`config.mk`:
```
export PLATFORM = sky130hd
export DESIGN_NAME = cbus_arbiter
export DESIGN_NICKNAME = d
export VERILOG_FILES = /design/src/rtl/cbus_arbiter.sv
export SDC_FILE = /design/constraint.sdc
export NUM_CORES = 1
export LEC_CHECK = 0
export ABC_AREA = 1
export BUFFER_PORTS_ARGS = -buffer_cell sky130_fd_sc_hd__clkbuf_2
export CAP_MARGIN = 20
export CORE_AREA = 2 2 160 162
export CTS_BUF_LIST = sky130_fd_sc_hd__clkbuf_16
export DETAILED_ROUTE_END_ITERATION = 10
export DIE_AREA = 0 0 162 164
export GPL_TIMING_DRIVEN = 0
export HOLD_SLACK_MARGIN = 0.05
export PLACE_DENSITY = 0.58
export SYNTH_ARGS = -nofsm -noshare
export SYNTH_HDL_FRONTEND = slang
export SYNTH_SLANG_ARGS = --single-unit
export TNS_END_PERCENT = 50
```
`constraint.sdc`:
```
create_clock -name clk -period 3.92 [get_ports clk]
set_input_delay 0.392 -clock clk [delete_from_list [all_inputs] [get_ports clk]]
set_output_delay 0.392 -clock clk [all_outputs]
set_load 0.01 [all_outputs]
```
`src/rtl/cbus_arbiter.sv`:
```
// cbus_arbiter: round-robin two-way arbiter between the instruction-side (I)
// and data-side (D) requesters for the single cache-bus master port.
//
// Handshake: a requester raises *req_valid and holds it, with its command
// fields, until its own transaction completes (bus_ready && bus_last while it
// owns the bus). Once granted, the command is latched, so owner valid/command
// changes mid-transaction are ignored. bus_valid is a pure decode of the state
// register. There is always at least one IDLE cycle between two grants.
module cbus_arbiter #(
   parameter int ADDR_W = 32,
   parameter int DATA_W = 32,
   parameter int CNT_W  = 32
) (
   input  logic                clk,
   input  logic                reset,
   input  logic                ireq_valid,
   input  logic                ireq_is_write,
   input  logic [2:0]          ireq_size,
   input  logic [ADDR_W-1:0]   ireq_addr,
   input  logic [3:0]          ireq_len,
   input  logic [1:0]          ireq_burst,
   input  logic [DATA_W/8-1:0] ireq_strobe,
   input  logic [DATA_W-1:0]   ireq_data,
   input  logic                dreq_valid,
   input  logic                dreq_is_write,
   input  logic [2:0]          dreq_size,
   input  logic [ADDR_W-1:0]   dreq_addr,
   input  logic [3:0]          dreq_len,
   input  logic [1:0]          dreq_burst,
   input  logic [DATA_W/8-1:0] dreq_strobe,
   input  logic [DATA_W-1:0]   dreq_data,
   output logic                bus_valid,
   output logic                bus_is_write,
   output logic [2:0]          bus_size,
   output logic [ADDR_W-1:0]   bus_addr,
   output logic [3:0]          bus_len,
   output logic [1:0]          bus_burst,
   output logic [DATA_W/8-1:0] bus_strobe,
   output logic [DATA_W-1:0]   bus_data,
   input  logic                bus_ready,
   input  logic                bus_last,
   input  logic [DATA_W-1:0]   bus_rdata,
   output logic                iresp_ready,
   output logic                iresp_last,
   output logic [DATA_W-1:0]   iresp_data,
   output logic                dresp_ready,
   output logic                dresp_last,
   output logic [DATA_W-1:0]   dresp_data,
   output logic                grant_i,
   output logic                grant_d,
   output logic [CNT_W-1:0]    icnt,
   output logic [CNT_W-1:0]    dcnt,
   output logic [1:0]          dbg_state
);

   typedef enum logic [1:0] {
      IDLE   = 2'd0,
      BUSY_I = 2'd1,
      BUSY_D = 2'd2
   } state_t;

   state_t              r_state;
   state_t              w_next_state;
   logic                r_last_owner;  // 0 = I, 1 = D
   logic                r_is_write;
   logic [2:0]          r_size;
   logic [ADDR_W-1:0]   r_addr;
   logic [3:0]          r_len;
   logic [1:0]          r_burst;
   logic [CNT_W-1:0]    r_icnt;
   logic [CNT_W-1:0]    r_dcnt;
   logic                w_done;
   logic                w_grant_now;

   assign w_done      = bus_ready && bus_last;
   assign w_grant_now = (r_state == IDLE) && (w_next_state != IDLE);

   // Next-state: round-robin pick in IDLE, hold ownership until the final beat
   always_comb begin
      w_next_state = r_state;
      case (r_state)
         IDLE: begin
            if (ireq_valid && dreq_valid)
               w_next_state = r_last_owner ? BUSY_I : BUSY_D;
            else if (dreq_valid)
               w_next_state = BUSY_D;
            else if (ireq_valid)
               w_next_state = BUSY_I;
         end
         BUSY_I:  if (w_done) w_next_state = IDLE;
         BUSY_D:  if (w_done) w_next_state = IDLE;
         default: w_next_state = IDLE;
      endcase
   end

   // State register, winner command latch and round-robin pointer
   always_ff @(posedge clk or posedge reset) begin
      if (reset) begin
         r_state      <= IDLE;
         r_last_owner <= 1'b0;
         r_is_write   <= 1'b0;
         r_size       <= '0;
         r_addr       <= '0;
         r_len        <= '0;
         r_burst      <= '0;
      end else begin
         r_state <= w_next_state;
         if (w_grant_now) begin
            if (w_next_state == BUSY_D) begin
               r_last_owner <= 1'b1;
               r_is_write   <= dreq_is_write;
               r_size       <= dreq_size;
               r_addr       <= dreq_addr;
               r_len        <= dreq_len;
               r_burst      <= dreq_burst;
            end else begin
               r_last_owner <= 1'b0;
               r_is_write   <= ireq_is_write;
               r_size       <= ireq_size;
               r_addr       <= ireq_addr;
               r_len        <= ireq_len;
               r_burst      <= ireq_burst;
            end
         end
      end
   end

   // Completed-transaction counters, bumped on the edge that returns to IDLE
   always_ff @(posedge clk or posedge reset) begin
      if (reset) begin
         r_icnt <= '0;
         r_dcnt <= '0;
      end else begin
         if (r_state == BUSY_I && w_done) r_icnt <= r_icnt + CNT_W'(1);
         if (r_state == BUSY_D && w_done) r_dcnt <= r_dcnt + CNT_W'(1);
      end
   end

   // Output decode: ownership, data pass-through and response routing
   always_comb begin
      bus_valid   = 1'b0;
      grant_i     = 1'b0;
      grant_d     = 1'b0;
      bus_strobe  = '0;
      bus_data    = '0;
      iresp_ready = 1'b0;
      iresp_last  = 1'b0;
      dresp_ready = 1'b0;
      dresp_last  = 1'b0;
      case (r_state)
         BUSY_I: begin
            bus_valid   = 1'b1;
            grant_i     = 1'b1;
            bus_strobe  = ireq_strobe;
            bus_data    = ireq_data;
            iresp_ready = bus_ready;
            iresp_last  = bus_last;
         end
         BUSY_D: begin
            bus_valid   = 1'b1;
            grant_d     = 1'b1;
            bus_strobe  = dreq_strobe;
            bus_data    = dreq_data;
            dresp_ready = bus_ready;
            dresp_last  = bus_last;
         end
         default: ;
      endcase
   end

   assign bus_is_write = r_is_write;
   assign bus_size     = r_size;
   assign bus_addr     = r_addr;
   assign bus_len      = r_len;
   assign bus_burst    = r_burst;
   assign iresp_data   = bus_rdata;
   assign dresp_data   = bus_rdata;
   assign icnt         = r_icnt;
   assign dcnt         = r_dcnt;
   assign dbg_state    = r_state;

endmodule

```
Word level (Yosys, flattened, before mapping)

Cells that the tools add are included.

Output and inout bits: 215
Input port bits: 194
Register bits: 109
Logic and storage cells: 43

$add $sub $neg: 2
Equal/unequal tests: 3
Multiplexer cells: 21
Reduce and logical (&&, ||, !) cells: 8

Operators by type and width:

| kind                                                            | count |
|---|---|
| 32-bit by 1-bit adder with 32-bit output, second input constant | 2 |
| 32-bit one-hot mux with 2 select lines                          | 1 |
| 32-bit two-way mux                                              | 1 |
| 2-bit two-way mux                                               | 6 |
| 1-bit two-way mux                                               | 9 |
| 4-bit one-hot mux with 2 select lines                           | 1 |
| 1-bit logical AND                                               | 5 |
| 2-bit == test, second input constant                            | 2 |
| 4-bit two-way mux                                               | 1 |
| 2-bit one-hot mux with 2 select lines                           | 1 |
| 3-bit two-way mux                                               | 1 |
| 2-bit by 1-bit == test with 1-bit output, second input constant | 1 |
| 2-bit zero test                                                 | 1 |
| 2-bit nonzero test                                              | 1 |
| 2-bit OR reduction                                              | 1 |

Longest topological paths before layout

Gate-level depths: netlist of the first run.

Depth in word-level cells: 6
Gate-level depth with buffers: 12

Worst setup path after synthesis of the first run

Ideal clock, no wire load.

Path kind: register to output
From: reg r_state[1], in the netlist dbg_state[1]
To: out bus_data[10]
Buffers on the path: 2
Arrival time: 1.649 ns
Cell stages (with the launch flop): 7
Slack: 1.879 ns
Cells stage by stage: dfrtp_1 inv_1 ha_1 clkbuf_1 buf_1 nand2_1 a21oi_1

Cells in the longest elaborated chain, start to end: 2
Elaborated cells between the ends (all ways): 3
Classes of those cells: 2 x eq/ne; 1 x mux

RTL lines:

| element                                                                   | RTL line | RTL |
|---|---|---|
| start, declared                                                           | 62       | `state_t r_state;` |
| start signal, assigned                                                    | 107      | `r_state <= w_next_state;` |
| 2-bit == test or 2-bit by 1-bit == test with 1-bit output (tied branches) | 150      | `case (r_state)` |
| 32-bit one-hot mux with 2 select lines *                                  | 150      |  |
| end, declared                                                             | 39       | `output logic [DATA_W-1:0] bus_data,` |

Mark *: on every way between the ends. The rest lies on a longest branch, timed or not.

Worst setup path in the final report of the first run

From: reg r_state[0], in the netlist dbg_state[0]
To: out bus_data[30]

Same word-level chain as after synthesis.

==> reports/results.ini, run 1 <==
[place]
gp_congestion = 0.822
portBuffers = 376
post-place-ws_ps = 1130
hpwl_um = 18900

[critical_path]
critical_path.max_fanout = 10
reg2regPathDepth = 9
crit_start = dbg_state[0]
crit_path_end_kind = output port
r2r_start = dbg_state[1]
critPathLaunchType = flop
cp.arrival_ps = 2770
regToRegSetupSlack_ps = 1830
r2r-end = bus_addr[24]
cp.required_ps = 3530
critPathKind = reg -> out
crit_path_end = bus_data[30]

[synth]
synth-edff-count = 0
ys_seq_area_share_pct = 37.9
yosys_warnings = 0
synthMuxAreaShare_pct = 0
synth_fp_nets = 1208
synth_fa_ha_area_share_pct = 1.04
yosys.area_share.simple_pct = 34.0
syn_area_per_cell_um2 = 7.13
syn_area_um2 = 7190
synthFlopType = dfrtp_1
synth_cell_types = 32
synth-compound-area-share_pct = 7.15
synth_top_family_by_area = simple AND/OR/NAND/NOR gates
ys_seq_elements = 109
netlist_instances = 1008
synthXorXnorAreaFrac_pct = 5.60
synth_async_sr_flop_share_pct = 100

[clocking]
clock_path_buffers = 2
cts.sinks = 109
cts_inserted_buffers = 9
cts_tree = yes
cts.clk_slew.worst_paths_ps = 80
cts.repair.resized = 0
root_buffer = clkbuf_16
h-tree-depth = 3
clock_latency_ps = 360

[drt]
dr.pass1.iters = 4
wl_met1_um = 9980
detail-route-antenna-nets = 0
wl_um = 23200
wl_met2_um = 10700
drtIter0Drc = 377
top_layer = met4
drc = 0
wl_per_cell_um = 13.4
via_per_inst = 4.31
dr_wl_met3_um = 1950
num_vias = 7466

[sta]
holdWs_ps = 340
grt_setup_unrepaired = false
finalClockSkew_ps = 10.8
relSlewSlack_pct = 43.7
fin_tns_setup_ps = 0
hold_viol_final = 0
finalSetupViolCount = 0
worst_slack_ps = 762
worstMarginPinSlew_ps = 845
drv_slew = 0
layout_worst_path_cycle_share_pct = 80.6
fin_crit_ps = 3160
max_freq_ghz = 0.317

[finish]
nets = 1597
drive_gt1_share_pct = 36.0
postLayoutCoreUtil_pct = 39.5
syn_to_final_growth_pct = 36.5
antennaDiodeCount = 0

[floorplan]
fp.dieH_um = 164
io_pins = 409
die_w_um = 162
coreArea_um2 = 24800
start_util_pct = 29.0
num_rows = 58
dieArea_um2 = 26600

[grt]
gr-total-overflow = 0
grtUsageTotal_pct = 17.6
grt_pass1_wl_um = 37400
antenna_found_initial = 0
grt_pass1_vias = 7347
grt_max_degree = 65

[worst_hold_path]
hold_class = in -> reg

[power_and_ir_drop]
p_per_area_nw_per_um2 = 542
finalPower_mw = 5.32
ir_drop_uv = 387
p_leak_nw = 5.56

[status]
outcome = finished, final reports clean

[flow_run]
max_cap_violations = 0

-- cell type report --
type,count,area (um^2)
Multi-Input combinational cell,709,3430
Buffer,101,689
Clock inverter,6,61.3
Timing Repair Buffer,378,1920
Clock buffer,9,225
Fill cell,2685,15000
Tap cell,330,413
Sequential cell,109,2730
Inverter,89,342
-- critical path, stage by stage (launching register included) --
cell and delay, ps:
dfrtp_1 450, inv_1 110, ha_1 270, clkbuf_1 380
clkbuf_1 690, nand2_1 110, a21oi_1 220, clkbuf_2 170
-- cells in the final DEF (no fill, tap or decap), drive strengths merged, types with 14 or more instances in the layout --
| cell type | instances |
|---|---|
| a21oi | 37 |
| buf | 87 |
| clkbuf | 400 |
| dfrtp | 109 |
| inv | 89 |
| nand2 | 411 |
| nand3 | 64 |
| nand4 | 14 |
| nor2 | 63 |
| o21bai | 42 |
| xnor2 | 27 |
| xor2 | 19 |
-- state kept, by name, indices dropped and copies added, names as in the netlist --
register and count:
bus_len 4, dcnt 32, dbg_state 2, bus_addr 32
bus_is_write 1, icnt 32, r_last_owner 1, bus_burst 2
bus_size 3
-- report_power, final --
part | total (mW) | switching [mW] | internal [mW]
Combinational | 2.82 | 1.82 | 0.999
Sequential | 1.57 | 0.184 | 1.39
Clock | 0.924 | 0.481 | 0.443
Total | 5.32 | 2.49 | 2.83
-- synth_stat cells (11+ instances only) --
cell type,n,share of area (%)
a21oi_1,36,2.5
buf_4,70,7.3
clkbuf_1,15,0.78
dfrtp_1,109,38
inv_1,86,4.5
nand2_1,401,21
nand3_1,63,4.4
nand3b_1,11,1.1
nand4_1,14,1.2
nor2_1,50,2.6
o21bai_1,42,4.4
xnor2_1,27,3.3
xor2_1,19,2.3
-- how the worst min path moves through the flow --
stage / from / end / slack, ps / cells past startpoint
after floorplan: r_last_owner / r_last_owner / 440 / 2
after global placement: icnt[31] / icnt[31] / 460 / 1
after detailed placement: reset / bus_addr[25] / 450 / 2
after CTS: dreq_addr[12] / bus_addr[12] / 320 / 5
after global routing: dreq_addr[14] / bus_addr[14] / 350 / 5
final: dreq_addr[12] / bus_addr[12] / 340 / 5
-- cell families (layout without fill, tap and decap cells) --
logic type | Yosys count | count (layout)
flops | 109 | 109
simple gates | 576 | 576
compound gates | 81 | 81
fa+ha+maj | 6 | 6
xor+xnor | 46 | 46
buf+inv | 190 | 583
-- layer usage --
layer	global-route usage (%)	up-vias
met2	29.3	253
met4	5.55	0
li1	-	3843
met1	22.0	3342
met5	0	-
met3	5.40	28
-- stage by stage --
stage	area [um^2]	cells
after floorplan	7190	1008
after global placement	9480	1714
after detailed placement	9520	1715
after CTS	9810	1731
after global routing	9810	1731
final	9810	1731
-- timing repair --
| action | 4_1_cts | 5_1_grt |
|---|---|---|
| hold endpoints to repair | 1 | 0 |
| setup endpoints to repair | 0 | 0 |
| hold buffers | 1 | 0 |
| setup buffers | 0 | 0 |
Note: power is estimated with default switching activity, not from simulation.
==> run 2, diff against run 1 <==
--- a/config.mk
+++ b/config.mk
@@ -14,7 +14,7 @@
 export DIE_AREA = 0 0 162 164
 export GPL_TIMING_DRIVEN = 0
 export HOLD_SLACK_MARGIN = 0.05
-export PLACE_DENSITY = 0.58
+export PLACE_DENSITY = 0.6
 export SYNTH_ARGS = -nofsm -noshare
 export SYNTH_HDL_FRONTEND = slang
 export SYNTH_SLANG_ARGS = --single-unit
==> constraint.sdc (replaced) <==
create_clock -name clk -period 2.7 [get_ports clk]
set_input_delay 0.27 -clock clk [delete_from_list [all_inputs] [get_ports clk]]
set_output_delay 0.27 -clock clk [all_outputs]
set_load 0.01 [all_outputs]
==> run 2 against run 1 <==
  * Wire length up 0.94%
  * Final area up 0.29%
  * Critical path type unchanged
  * First-iteration DRC count down 1.1%
==> reports/results.ini, run 2 (synthesis gave the netlist of run 1 again) <==
[status]
outcome = finished, final reports clean  ; unchanged

[drt]
drtIter0Drc = 373  ; was 377
drc = 0  ; unchanged
dr.pass1.iters = 5  ; was 4
num_vias = 7532  ; was 7466
wl_per_cell_um = 13.5  ; was 13.4 um
via_per_inst = 4.35  ; was 4.31
detail-route-antenna-nets = 0  ; unchanged
wl_um = 23400  ; was 23200 um

[finish]
n_fill_cell = 2693  ; was 2685
final_common_cell = nand2_1  ; unchanged
design_area_um2 = 9840  ; was 9810 um^2
drive_gt1_share_pct = 36.7  ; was 36.0%
nets = 1597  ; unchanged
postLayoutCoreUtil_pct = 39.7  ; was 39.5%
antennaDiodeCount = 0  ; unchanged
syn_to_final_growth_pct = 36.9  ; was 36.5%
final_cell_mix = nand2_1, clkbuf_2, dfrtp_1, inv_1, buf_4  ; unchanged

[clocking]
clock_path_buffers = 2  ; unchanged
clock_latency_ps = 370  ; was 360 ps
cts_inserted_buffers = 9  ; unchanged
h-tree-depth = 3  ; unchanged
cts_tree = yes  ; unchanged
root_buffer = clkbuf_16  ; unchanged
postCtsSetupBuffers = 0  ; unchanged
cts.clk_slew.worst_paths_ps = 90  ; was 80 ps
cts.sinks = 109  ; unchanged

[grt]
antenna_found_initial = 0  ; unchanged
grt_pass1_vias = 7266  ; was 7347
grtUsageTotal_pct = 17.7  ; was 17.6%
grt_max_degree = 41  ; was 65
grt_pass1_wl_um = 37600  ; was 37400 um
gr-total-overflow = 0  ; unchanged

[floorplan]
num_rows = 58  ; unchanged
coreArea_um2 = 24800  ; unchanged
io_pins = 409  ; unchanged
die_w_um = 162  ; unchanged
fp.dieH_um = 164  ; unchanged
dieArea_um2 = 26600  ; unchanged
start_util_pct = 29.0  ; unchanged

[flow_run]
max_cap_violations = 0  ; unchanged

[critical_path]
critical_path.max_fanout = 10  ; unchanged
slowest_delay_ps = 460  ; was 690 ps
path_buf_inv = 4  ; unchanged
cp_top_family = buffers and inverters  ; unchanged
crit_path_end_kind = output port  ; unchanged
cp.required_ps = 2430  ; was 3530 ps
critPathSlowestCell = dfrtp_1  ; was clkbuf_1
critPathKind = reg -> out  ; unchanged
regToRegSetupSlack_ps = 520  ; was 1830 ps
critPathLaunchType = flop  ; unchanged
path_cells = inv_1 > ha_1 > clkinvlp_4 > clkbuf_1 > a21oi_1 > clkbuf_2  ; was inv_1 > ha_1 > clkbuf_1 > clkbuf_1 > nand2_1 > a21oi_1 > clkbuf_2
cp.arrival_ps = 2220  ; was 2770 ps

[sta]
finalSetupViolCount = 0  ; unchanged
worstMarginPinSlew_ps = 818  ; was 845 ps
fin_crit_ps = 2490
max_freq_ghz = 0.401
layout_worst_path_cycle_share_pct = 92.3
hold_viol_final = 0  ; unchanged
finalClockSkew_ps = 9.82  ; was 10.8 ps
grt_setup_unrepaired = false  ; unchanged
relSlewSlack_pct = 45.3  ; was 43.7%
fin_tns_setup_ps = 0  ; unchanged
drv_slew = 0  ; unchanged

[worst_hold_path]
hold_class = in -> async  ; was in -> reg

[power_and_ir_drop]
p_leak_nw = 5.59  ; was 5.56 nW
finalPower_mw = 7.77  ; was 5.32 mW
ir_drop_uv = 547  ; was 387 uV
p_per_area_nw_per_um2 = 789  ; was 542 nW/um^2

[place]
place_area_um2 = 9530  ; was 9520 um^2
hpwl_um = 19100  ; was 18900 um
gp_congestion = 0.826  ; was 0.822
portBuffers = 376  ; unchanged

-- run 2: cell count changes in the layout (fill, tap and decap cells not counted), sizes merged --
cell / change
clkbuf: -3
clkinvlp: +1
dlygate4sd3: -1
buf: +4
-- run 2: metal layers --
layer / share of wire (%) / GRT usage, %
met3: 8.1 / 5.13
met4: 1.7 / 5.11
met5: 0 / 0
met2: 48 / 30.1
met1: 42 / 21.9
-- run 2: path summary, 6_finish.rpt --
kind,start,end,depth (start not counted)
setup / recovery,dbg_state[1],bus_data[0],6
hold / removal,reset,bus_addr[29],2
setup reg to reg,dbg_state[1],bus_addr[25],9
hold reg to reg,icnt[31],icnt[31],1
max in group asynchronous,reset,dbg_state[0],3
min in group clk,dreq_addr[15],bus_addr[15],5
-- run 2: where the power goes --
part | internal [mW] | switching, mW
registers | 2.02 | 0.276
logic | 1.47 | 2.63
clock network | 0.652 | 0.718
-- run 2: through the flow --
stage / hold slack, ps / setup slack, ps / instances
6_report: 34.1 / 207 / 1732
5_1_grt: 91.9 / 25.1 / 1732
4_1_cts: 57.1 / 83.3 / 1732
3_5_place_dp: 465 / 107 / 1716
3_3_place_gp: 461 / 102 / 1714
2_1_floorplan: 443 / 781 / 1008
-- run 2: repair_timing --
item                       CTS  global route
hold buffers                 0             0
setup endpoints to repair   22            21
gates resized for setup      5            13
-- run 2: final cells by class --
class / count / area [um^2] / share of cell area, %
Buffer: 101 / 702 / 7.13
Clock buffer: 9 / 225 / 2.29
Clock inverter: 7 / 71.3 / 0.725
Inverter: 89 / 344 / 3.50
Multi-Input combinational cell: 709 / 3430 / 34.9
Sequential cell: 109 / 2730 / 27.7
Tap cell: 330 / 413 / 4.20
Timing Repair Buffer: 378 / 1920 / 19.5
==> run 3, diff against run 2 <==
--- a/config.mk
+++ b/config.mk
@@ -12,7 +12,6 @@
 export CTS_BUF_LIST = sky130_fd_sc_hd__clkbuf_16
 export DETAILED_ROUTE_END_ITERATION = 10
 export DIE_AREA = 0 0 162 164
-export GPL_TIMING_DRIVEN = 0
 export HOLD_SLACK_MARGIN = 0.05
 export PLACE_DENSITY = 0.6
 export SYNTH_ARGS = -nofsm -noshare
==> run 3 against run 2 <==
  * Total power down 4.7%
  * Hold slack better by 190 ps
  * Utilization down 3.7 points
  * Wire length fell by 8.5%
  * Die area stayed put
  * Worst setup slack gained 140 ps
  * Clock skew rose by 2.9 ps
  * Fmax rose by 5.8%
  * Critical path depth did not move
  * Critical endpoint is now bus_data[16]
==> reports/results.ini, run 3 (synthesis gave the netlist of run 1 again) <==
[drt]
via_per_inst = 4.42  ; was 4.35
wl_per_cell_um = 13.6  ; was 13.5 um
num_vias = 6972  ; was 7532
detail-route-antenna-nets = 0  ; unchanged
dr.pass1.iters = 5  ; unchanged
wl_um = 21400  ; was 23400 um
drtIter0Drc = 403  ; was 373
drc = 0  ; unchanged

[grt]
grt_max_degree = 65  ; was 41
antenna_found_initial = 0  ; unchanged
grt_pass1_vias = 6993  ; was 7266
grt_pass1_wl_um = 35300  ; was 37600 um
grtUsageTotal_pct = 16.4  ; was 17.7%
gr-total-overflow = 0  ; unchanged

[critical_path]
critPathSlowestCell = dfrtp_1  ; unchanged
critical_path.max_fanout = 36  ; was 10
regToRegSetupSlack_ps = 470  ; was 520 ps
crit_path_end_kind = output port  ; unchanged
cp.required_ps = 2430  ; about the same
reg2regPathDepth = 10  ; was 9
cp.arrival_ps = 2090  ; was 2220 ps
slowest_delay_ps = 450  ; was 460 ps
path_cells = inv_1 > ha_1 > clkinv_1 > buf_4 > a21oi_1 > clkbuf_2  ; was inv_1 > ha_1 > clkinvlp_4 > clkbuf_1 > a21oi_1 > clkbuf_2
critPathKind = reg -> out  ; unchanged
critPathLaunchType = flop  ; unchanged

[power_and_ir_drop]
ir_drop_uv = 568  ; was 547 uV
p_per_area_nw_per_um2 = 830  ; was 789 nW/um^2
finalPower_mw = 7.40  ; was 7.77 mW
p_leak_nw = 4.94  ; was 5.59 nW

[finish]
antennaDiodeCount = 0  ; unchanged
final_common_cell = nand2_1  ; unchanged
final_cell_mix = nand2_1, clkbuf_2, dfrtp_1, inv_1, nand3_1  ; was nand2_1, clkbuf_2, dfrtp_1, inv_1, buf_4
nets = 1442  ; was 1597
syn_to_final_growth_pct = 24.1  ; was 36.9%
postLayoutCoreUtil_pct = 35.9  ; was 39.7%
drive_gt1_share_pct = 29.5  ; was 36.7%

[worst_hold_path]
hold_depth = 5
hold_class = in -> reg  ; was in -> async

[clocking]
cts_inserted_buffers = 9  ; unchanged
cts.clk_slew.worst_paths_ps = 90  ; about the same
cts.repair.resized = 0  ; was 5
root_buffer = clkbuf_16  ; unchanged
cts.sinks = 109  ; unchanged
cts_tree = yes  ; unchanged
postCtsSetupBuffers = 0  ; unchanged
holdBufCountCts = 1  ; was 0
h-tree-depth = 3  ; unchanged
clock_path_buffers = 2  ; unchanged
clock_latency_ps = 360  ; was 370 ps

[sta]
finalSetupViolCount = 0  ; unchanged
drv_slew = 0  ; unchanged
layout_worst_path_cycle_share_pct = 87.2  ; was 92.3%
finalClockSkew_ps = 12.7  ; was 9.82 ps
fin_crit_ps = 2360  ; was 2490 ps
hold_viol_final = 0  ; unchanged
worstMarginPinSlew_ps = 481  ; was 818 ps
grt_setup_unrepaired = false  ; unchanged
relSlewSlack_pct = 67.9  ; was 45.3%
fin_tns_setup_ps = 0  ; unchanged
max_freq_ghz = 0.425  ; was 0.401 GHz

[flow_run]
max_cap_violations = 0  ; unchanged

[place]
gp_congestion = 0.800  ; was 0.826
hpwl_um = 16500  ; was 19100 um
portBuffers = 312  ; was 376

[floorplan]
start_util_pct = 29.0  ; unchanged
coreArea_um2 = 24800  ; unchanged
fp.dieH_um = 164  ; unchanged
num_rows = 58  ; unchanged
die_w_um = 162  ; unchanged
io_pins = 409  ; unchanged
dieArea_um2 = 26600  ; unchanged

[status]
outcome = finished, final reports clean  ; unchanged

run 3: cell count changes in the layout (fill, tap and decap cells not counted), moves of 2 or more:
cell	before	now
clkbuf_2	379	312
buf_4	70	8
buf_1	2	0
clkinv_4	2	0
clkbuf_1	8	0
clkinv_8	2	0
inv_8	0	2
buf_2	12	0
buf_6	5	0
run 3: area by class of cell:
cell class / instances / area [um^2]
Fill cell: 2728 / 15900
Multi-Input combinational cell: 709 / 3440
Sequential cell: 109 / 2730
Timing Repair Buffer: 324 / 1690
Tap cell: 330 / 413
Inverter: 89 / 340
Clock buffer: 9 / 225
Clock inverter: 7 / 81.3
run 3: layer usage:
metal	routed length, um	global-route usage [%]	vias up
met2	9670	26.5	253
met5	0	0	-
met1	9760	21.5	3161
met3	1590	4.32	26
met4	385	5.43	0
li1	-	-	3532
run 3: stage by stage:
stage	setup WS, ps	hold WS (ps)	std cells	area (um^2)
finish	344	225	1577	8920
global route	192	235	1577	8920
CTS	326	206	1577	8920
detailed placement	445	382	1560	8600
global placement	570	378	1560	8600
floorplan	781	443	1008	7190
run 3: critical path: cells and delay by family (launching register included):
kind | cells | cell delay [ps]
buf+inv | 4 | 640
flops | 1 | 450
fa+ha+maj | 1 | 350
compound gates | 1 | 290
run 3: final timing paths:
check,start,end
max in group asynchronous,reset,icnt[0]
min reg2reg,bus_addr[27],bus_addr[27]
max reg2reg,dbg_state[0],bus_addr[9]
min in group asynchronous,reset,bus_addr[23]
max,dbg_state[0],bus_data[16]
min,dreq_addr[10],bus_addr[10]
run 3: power by group:
group | internal, mW | switching, mW
Clock | 0.737 | 0.678
Combinational | 1.23 | 2.45
Sequential | 2.02 | 0.292
